[src/rtl/alu_reservation_station_pkg.sv]
// Shared definitions for the ALU reservation station: default sizes and the
// operation-code encoding carried on the ALU bundle.
package alu_reservation_station_pkg;

  localparam int unsigned DEF_RS_SIZE   = 16;
  localparam int unsigned DEF_RS_IDX_W  = 4;
  localparam int unsigned DEF_ROB_TAG_W = 4;

  typedef enum logic [5:0] {
    OP_NOP   = 6'd0,
    OP_LUI, OP_AUIPC, OP_JAL, OP_JALR,
    OP_BEQ, OP_BNE, OP_BLT, OP_BGE, OP_BLTU, OP_BGEU,
    OP_LB, OP_LH, OP_LW, OP_LBU, OP_LHU,
    OP_SB, OP_SH, OP_SW,
    OP_ADDI, OP_SLTI, OP_SLTIU, OP_XORI, OP_ORI, OP_ANDI,
    OP_SLLI, OP_SRLI, OP_SRAI,
    OP_ADD, OP_SUB, OP_SLL, OP_SLT, OP_SLTU,
    OP_XOR, OP_SRL, OP_SRA, OP_OR, OP_AND
  } opera_e;

endpackage

[src/rtl/alu_reservation_station_priority_encoder.sv]
// Lowest-set-bit finder used for both the free-slot and ready-slot searches.
module rs_priority_encoder #(
  parameter int unsigned N = 16,
  parameter int unsigned W = 4
) (
  input  logic [N-1:0] vec,
  output logic [W-1:0] idx,
  output logic         found
);

  always_comb begin
    idx   = '0;
    found = 1'b0;
    for (int unsigned i = 0; i < N; i++) begin
      if (vec[i] && !found) begin
        idx   = W'(i);
        found = 1'b1;
      end
    end
  end

endmodule

[src/rtl/alu_reservation_station.sv]
// ALU reservation station: buffers dispatched ALU ops, snoops both CDB ports
// for operands and hands one ready entry per cycle to the ALU.
module alu_reservation_station
  import alu_reservation_station_pkg::*;
#(
  parameter int unsigned RS_SIZE   = DEF_RS_SIZE,
  parameter int unsigned RS_IDX_W  = DEF_RS_IDX_W,
  parameter int unsigned ROB_TAG_W = DEF_ROB_TAG_W
) (
  input  logic                 clk_in,
  input  logic                 rst_in,
  input  logic                 rdy_in,
  input  logic                 clear,

  input  logic                 issue_valid,
  input  logic [5:0]           issue_op,
  input  logic [31:0]          issue_instruction,
  input  logic [31:0]          issue_pc,
  input  logic [31:0]          issue_imm,
  input  logic [31:0]          issue_vj,
  input  logic [31:0]          issue_vk,
  input  logic                 issue_qj_busy,
  input  logic                 issue_qk_busy,
  input  logic [ROB_TAG_W-1:0] issue_qj,
  input  logic [ROB_TAG_W-1:0] issue_qk,
  input  logic [ROB_TAG_W-1:0] issue_entry,
  output logic                 rs_full,

  input  logic                 alu_broadcast,
  input  logic [31:0]          alu_result,
  input  logic [ROB_TAG_W-1:0] alu_entry,
  input  logic                 lsb_broadcast,
  input  logic [31:0]          lsb_result,
  input  logic [ROB_TAG_W-1:0] lsb_entry,

  output logic                 new_calculate,
  output logic [5:0]           op_out,
  output logic [31:0]          instruction_out,
  output logic [31:0]          vj_out,
  output logic [31:0]          vk_out,
  output logic [31:0]          pc_out,
  output logic [31:0]          imm_out,
  output logic [ROB_TAG_W-1:0] entry_out
);

  logic [RS_SIZE-1:0]   busy, qj_busy, qk_busy;
  logic [ROB_TAG_W-1:0] qj [RS_SIZE];
  logic [ROB_TAG_W-1:0] qk [RS_SIZE];
  logic [ROB_TAG_W-1:0] dest [RS_SIZE];
  logic [31:0]          vj [RS_SIZE];
  logic [31:0]          vk [RS_SIZE];
  logic [31:0]          pc [RS_SIZE];
  logic [31:0]          imm [RS_SIZE];
  logic [31:0]          instr [RS_SIZE];
  logic [5:0]           op [RS_SIZE];

  logic [RS_SIZE-1:0]   free_vec, ready_vec;
  logic [RS_IDX_W-1:0]  free_idx, sel_idx;
  logic                 free_found, sel_found;

  logic [31:0]          fwd_vj, fwd_vk;
  logic                 fwd_qj_busy, fwd_qk_busy;

  assign free_vec  = ~busy;
  assign ready_vec = busy & ~qj_busy & ~qk_busy;
  assign rs_full   = ~free_found;

  rs_priority_encoder #(.N(RS_SIZE), .W(RS_IDX_W)) u_free_enc (
    .vec   (free_vec),
    .idx   (free_idx),
    .found (free_found)
  );

  rs_priority_encoder #(.N(RS_SIZE), .W(RS_IDX_W)) u_ready_enc (
    .vec   (ready_vec),
    .idx   (sel_idx),
    .found (sel_found)
  );

  // Operand forwarding for a result broadcast in the same cycle as issue.
  always_comb begin
    fwd_vj      = issue_vj;
    fwd_qj_busy = issue_qj_busy;
    fwd_vk      = issue_vk;
    fwd_qk_busy = issue_qk_busy;
    if (issue_qj_busy && alu_broadcast && alu_entry == issue_qj) begin
      fwd_vj      = alu_result;
      fwd_qj_busy = 1'b0;
    end
    if (issue_qj_busy && lsb_broadcast && lsb_entry == issue_qj) begin
      fwd_vj      = lsb_result;
      fwd_qj_busy = 1'b0;
    end
    if (issue_qk_busy && alu_broadcast && alu_entry == issue_qk) begin
      fwd_vk      = alu_result;
      fwd_qk_busy = 1'b0;
    end
    if (issue_qk_busy && lsb_broadcast && lsb_entry == issue_qk) begin
      fwd_vk      = lsb_result;
      fwd_qk_busy = 1'b0;
    end
  end

  always_ff @(posedge clk_in) begin
    if (rst_in || clear) begin
      busy            <= '0;
      new_calculate   <= 1'b0;
      op_out          <= '0;
      instruction_out <= '0;
      vj_out          <= '0;
      vk_out          <= '0;
      pc_out          <= '0;
      imm_out         <= '0;
      entry_out       <= '0;
    end else if (!rdy_in) begin
      new_calculate <= 1'b0;
    end else begin
      for (int unsigned i = 0; i < RS_SIZE; i++) begin
        if (busy[i]) begin
          if (qj_busy[i] && alu_broadcast && alu_entry == qj[i]) begin
            vj[i]      <= alu_result;
            qj_busy[i] <= 1'b0;
          end
          if (qj_busy[i] && lsb_broadcast && lsb_entry == qj[i]) begin
            vj[i]      <= lsb_result;
            qj_busy[i] <= 1'b0;
          end
          if (qk_busy[i] && alu_broadcast && alu_entry == qk[i]) begin
            vk[i]      <= alu_result;
            qk_busy[i] <= 1'b0;
          end
          if (qk_busy[i] && lsb_broadcast && lsb_entry == qk[i]) begin
            vk[i]      <= lsb_result;
            qk_busy[i] <= 1'b0;
          end
        end
      end

      if (sel_found) begin
        busy[sel_idx]   <= 1'b0;
        new_calculate   <= 1'b1;
        op_out          <= op[sel_idx];
        instruction_out <= instr[sel_idx];
        vj_out          <= vj[sel_idx];
        vk_out          <= vk[sel_idx];
        pc_out          <= pc[sel_idx];
        imm_out         <= imm[sel_idx];
        entry_out       <= dest[sel_idx];
      end else begin
        new_calculate <= 1'b0;
      end

      // free_idx is never the dispatched slot, so a slot freed this edge waits a cycle.
      if (issue_valid && free_found) begin
        busy[free_idx]    <= 1'b1;
        op[free_idx]      <= issue_op;
        instr[free_idx]   <= issue_instruction;
        pc[free_idx]      <= issue_pc;
        imm[free_idx]     <= issue_imm;
        dest[free_idx]    <= issue_entry;
        vj[free_idx]      <= fwd_vj;
        vk[free_idx]      <= fwd_vk;
        qj_busy[free_idx] <= fwd_qj_busy;
        qk_busy[free_idx] <= fwd_qk_busy;
        qj[free_idx]      <= issue_qj;
        qk[free_idx]      <= issue_qk;
      end
    end
  end

endmodule

[config.mk]
export PLATFORM = sky130hd
export DESIGN_NAME = alu_reservation_station
export DESIGN_NICKNAME = d
export VERILOG_FILES = /design/src/rtl/alu_reservation_station_pkg.sv /design/src/rtl/alu_reservation_station_priority_encoder.sv /design/src/rtl/alu_reservation_station.sv
export SDC_FILE = /design/constraint.sdc
export NUM_CORES = 2
export LEC_CHECK = 0
export CAP_MARGIN = 30
export CORE_MARGIN = 3
export CORE_UTILIZATION = 30
export DETAILED_ROUTE_END_ITERATION = 8
export PLACE_DENSITY = 0.54
export SETUP_SLACK_MARGIN = 0.15
export SLEW_MARGIN = 20
export SYNTH_ARGS = -nofsm -noshare
export SYNTH_HDL_FRONTEND = slang
export SYNTH_SLANG_ARGS = --single-unit
[constraint.sdc]
create_clock -name clk_in -period 16.5 [get_ports clk_in]
set_clock_uncertainty 0.15 [all_clocks]
set_input_delay 1.65 -clock clk_in [delete_from_list [all_inputs] [get_ports clk_in]]
set_output_delay 1.65 -clock clk_in [all_outputs]
set_load 0.01 [all_outputs]
---- After elaboration in Yosys (flattened, before gate mapping) ----
Memories as Yosys holds them, arrays and structs flattened. A register that Yosys moved wholly into a read port is not among the register bits.
Index checks and enable logic that the tools add are counted.
storage, ports and cells
  RAM bits ................................ 2848
  latch bits .............................. 0
  word-level logic and storage cells ...... 930
  register bits ........................... 49
  memories kept ........................... 9
  input port bits ......................... 259
  bits in read-only memories .............. 0
  output and inout port bits .............. 172
memory list
  name         depth  width  rd ports  clocked after Yosys merged registers in  wr ports  line                           source
  imm          16     32     1         1                                        1         alu_reservation_station.sv:53  logic [31:0] imm [RS_SIZE];
  instr        16     32     1         1                                        1         alu_reservation_station.sv:54  logic [31:0] instr [RS_SIZE];
  pc           16     32     1         1                                        1         alu_reservation_station.sv:52  logic [31:0] pc [RS_SIZE];
  vj           16     32     1         1                                        17        alu_reservation_station.sv:50  logic [31:0] vj [RS_SIZE];
  vk           16     32     1         1                                        17        alu_reservation_station.sv:51  logic [31:0] vk [RS_SIZE];
  op           16     6      1         1                                        1         alu_reservation_station.sv:55  logic [5:0] op [RS_SIZE];
  +3 memories  n/a    n/a    n/a       n/a                                      n/a       n/a
operators by class
  bitwise logic cells ..................... 43
  shift operators ......................... 0
  muxes and demuxes ....................... 599
  magnitude comparators ................... 4
  eq/ne operators ......................... 68
  $add $sub $neg .......................... 0
  multiply operators ...................... 0
  divide/modulo/power cells ............... 0
  reduce and logical (&&, ||, !) cells .... 203
operators by type and width
  operator                                                                              number
  32-bit 2-to-1 mux                                                                     36
  1-bit 2-to-1 mux                                                                      525
  4-bit == test                                                                         68
  1-bit logical AND                                                                     169
  16-bit 2-to-1 mux                                                                     6
  4-bit 2-to-1 mux                                                                      16
  16-bit inverter                                                                       4
  16-bit bitwise AND                                                                    3
  16-bit bitwise mux                                                                    2
  1-bit OR                                                                              32
  1-bit logical NOT                                                                     30
  3-bit 2-to-1 mux                                                                      8
  16-bit OR                                                                             1
  4-bit by 5-bit less-than comparator with 1-bit output (second input constant)         2
  1-bit demux with 4-bit select                                                         2
  4-bit by 1-bit greater-or-equal comparator with 1-bit output (second input constant)  2
  2-bit 2-to-1 mux                                                                      4
  2-bit AND reduction                                                                   2
  1-bit inverter                                                                        3
  2-bit OR reduction                                                                    1
  1-bit logical OR                                                                      1

---- Depth between registers and ports, before layout ----
  word-level depth ........................ 60
  depth in mapped cells ................... 14
  gate-level depth less buffers ........... 8

---- Cells and area by module ----
Synthesis repeated with hierarchy kept, for this count alone.
unflattened totals
  cells, all modules ...................... 8680
  area total of the unflattened synthesis .. 143147.3 µm²
by module, submodules not included
  module                   seq. area each (µm²)  area each (µm²)  cells an instance  times used
  alu_reservation_station  90226.5               142779.4         8620               1
  rs_priority_encoder      0.0                   183.9            30                 2

---- Least setup slack after synthesis ----
OpenSTA, ideal clock, no wires.
  path kind ............................... input -> register
  start point ............................. in clear
  end point ............................... mem dest[9][0] in the netlist's numbering (enable)
  setup slack ............................. 4.149 ns
  cell stages on the path ................. 7
  required time ........................... 15.624 ns
  setup time .............................. 0.726 ns
  buffers on the path ..................... 2
  arrival time ............................ 11.475 ns
  cells stage by stage .................... nor2_1 > nand2_1 > inv_1 > clkbuf_1 > clkbuf_1 > nand2_1 > nor3_1
on the way
  word-level cells in the longest chain between the ends .. 3
RTL lines
  item                                    line                            source
  start, declared                         alu_reservation_station.sv:13   input logic clear,
  1-bit logical OR                        alu_reservation_station.sv:105  if (rst_in || clear) begin
  1-bit 2-to-1 mux                        alu_reservation_station.sv:105
  1-bit 2-to-1 mux (implied by the code)  alu_reservation_station.sv:160  dest[free_idx] <= issue_entry;
  end, declared                           alu_reservation_station.sv:49   logic [ROB_TAG_W-1:0] dest [RS_SIZE];
Every way passes these cells.

==> flow_summary_export.csv <==
group,metric,value,unit
global_route,antenna_found_initial,61,
cts,htree_levels,5,
global_route,grt_overflow_total,0,
cts,ctsHoldBuffers,0,
detailed_routing,drtIter0Drc,13598,
detailed_routing,ant_nets,0,
floorplan,die_area,480500,µm²
power,p_int,13130,µW
timing,rsz0062_at_grt,"false",
logic_synthesis,yosysTopAreaCell,"edfxtp_1",
cts,cts_tree,"built",
power,swShare,0.2212,
power,seqPwrFrac,0.506,
logic_synthesis,async_flop_share,0,
power,switching_power,3728,µW
global_route,grt_pass1_vias,100032,
final_layout,fin_nets,10752,
logic_synthesis,syn_inst,10472,
floorplan,die_h,693.2,µm
logic_synthesis,syn_area_per_cell,13.53,µm²
timing,hold_viol,0,
logic_synthesis,yosys_warnings,0,
placement,hpwl,330300,µm
detailed_routing,dr.pass1.iters,6,
timing,setup_viol,0,
critical_path,slowest_stage,"buf_4",
logic_synthesis,yosys.area.top_type_share,0.6104,
final_layout,area_growth,16.33,%
cts,clock_latency,970,ps
final_layout,final_cell_count_no_fill,16998,
timing,tns,0,ps
global_route,grt_max_degree,155,
critical_path,cpPeakStageDelay,870,ps
cts,cts_sinks,3067,
global_route,track_usage,0.2367,
power,p_leak,0.06209,µW
detailed_routing,vias,101089,
cts,post_cts_resize_count,0,
logic_synthesis,synth_area,141700,µm²
placement,gp_congestion,0.8577,
timing,maxSlewHeadroom,0.2257,
critical_path,rrSetupSlack,9680,ps
floorplan,core,468900,µm²
logic_synthesis,synthTopCellsByArea,"edfxtp_1, mux2i_1, dfxtp_1, a21oi_1, clkbuf_1",
global_route,grt_pass1_wl,811700,µm
cts,path_clk_slew,60,ps
detailed_routing,wirelength,593300,µm
critical_path,crit_chain,"clkdlybuf4s50_1, nor2_4, buf_4, nand2_4, buf_4, nor2_1, nand2_1, o21ba_4, buf_4, buf_4, buf_4, mux2i_1",
power,combPwrFrac,0.043,
critical_path,cpMostUsedCell,"buf_4",
timing,slew_violations,0,
placement,post-place-cells,16342,
logic_synthesis,yosysMostFrequentCell,"edfxtp_1",
floorplan,start_util,0.3022,
cts,root_buffer,"clkbuf_16",
floorplan,num_io_pins,431,
min_path,hp-class,"reg2reg",
cts,clockBufferDepth,4,
floorplan,rows,251,
flow_run,max_cap_violations,0,
timing,period_share,0.4461,
logic_synthesis,synth-edff-count,2880,
logic_synthesis,ys_seq_area_frac,0.6369,
logic_synthesis,synth_fp_nets,10731,
critical_path,critical_path.endpoint_type,"flop",
power,p_clk_frac,0.452,
logic_synthesis,synth_flop_cell,"edfxtp_1",
critical_path,cp.required,17020,ps
outcome,status,"finished, final reports clean",
power,power.density,102.3,nW/µm²
timing,max_freq,135.8,MHz
logic_synthesis,synth_common_cells,"edfxtp_1, mux2i_1, clkbuf_1, a21oi_1, nand3_1",
power,vdd_drop_max,0.00009096,V
detailed_routing,wl_per_cell,34.90,µm
placement,io_buffers,430,
timing,worstMarginPinSlew,1161,ps
timing,fin_hold_ws,385.3,ps
detailed_routing,routed_via_density,5.947,
detailed_routing,drcViolationCount,0,
floorplan,die_width,693.2,µm
critical_path,arrival,7890,ps
critical_path,crit_type,"in2reg",
cts,numCtsBuffers,334,
critical_path,critPathMaxFanout,54,
critical_path,cp-start-kind,"input port",
logic_synthesis,synth_cell_types,77,
cts,postCtsSetupBuffers,0,
logic_synthesis,ys_seq_elements,3067,
final_layout,drive_above_1_share,0.1152,
timing,min_period,7361,ps
[sequential cells by signal, summed over array words and instances, names as in the netlist, 32 cells and up]
signal and flops:
imm_out 32, qk 64, vk_out 32, dest 64, instruction_out 32, qj 64
instr 512, vj 512, op 96, pc 512, pc_out 32, vk 512
vj_out 32, imm 512
[power groups by stage]
stage	registers [µW]	clock network [µW]	logic, µW
after global placement	8690	0	664
final	8520	7620	717
after detailed placement	8690	0	699
after floorplan	8690	0	350
after global routing	8520	8000	755
after CTS	8520	7690	703
[final cells by class]
cell class	count	area (µm²)
inverters	27	136.4
fillers	44762	304100
repair buffers	841	7953
multi-input cells	6222	47720
diodes	29	72.57
clock buffers	474	9454
flip-flops and latches	3067	90230
clock inverters	140	1489
well taps	6198	7755
[routing by layer]
layer	track usage	vias to the layer above	routed length, µm
li1	-	41068	-
met1	0.3009	52601	230500
met2	0.3870	6085	276800
met3	0.05015	1325	56750
met4	0.1057	10	29150
met5	0	-	66
[metrics by stage]
| stage | utilization | setup slack [ps] | instance area (µm²) | power [µW] |
|---|---|---|---|---|
| after CTS | 0.3508 | 9228 | 164500 | 16920 |
| after global placement | 0.3261 | 8107 | 152900 | 9351 |
| final | 0.3515 | 9139 | 164800 | 16850 |
| after global routing | 0.3514 | 9031 | 164800 | 17280 |
| after floorplan | - | 4149 | 141700 | 9035 |
| after detailed placement | 0.3275 | 8196 | 153600 | 9387 |
[worst paths after layout]
check	end	cells past startpoint	start
worst max-delay path	vj[3][24]$_DFFE_PP_	12	clear
worst min-delay path	vk_out[11]$_SDFFE_PN0P_	2	vk[6][11]$_DFFE_PP_
worst max register to register	pc_out[12]$_SDFFE_PN0P_	11	busy[3]$_SDFFE_PN0P_
worst min register to register	vk_out[11]$_SDFFE_PN0P_	2	vk[6][11]$_DFFE_PP_
[layout by cell type (no fill, tap or decap), types with 168 or more instances in the layout]
cell type        Yosys  final
a21oi_1            595    564
a22oi_1            168    168
buf_4                7    362
clkbuf_16            0    342
clkdlybuf4s50_1      0    422
dfxtp_1            187    187
edfxtp_1          2880   2880
mux2i_1           2004   2004
nand2_1            307    297
nand3_1            459    421
nor2_1             253    245
nor4_1             237    237
o21ai_0            455    455
xor2_1             180    180
[cells by family after synthesis]
kind of cell,count (synthesis),synth area share
flops,3067,0.6369
compound gates,2183,0.1025
mux,2139,0.1523
simple gates,1664,0.05972
buf+inv,1183,0.03402
xor+xnor,236,0.01459
[worst max-delay path, delay by kind of cell]
family                 cells  cell delay (ps)
buffers and inverters      6             4070
AO/OA/AOI/OAI              1              540
multiplexers               1              170
AND/OR/NAND/NOR            4             1180
No activity file was read; power rests on OpenSTA's default activity.
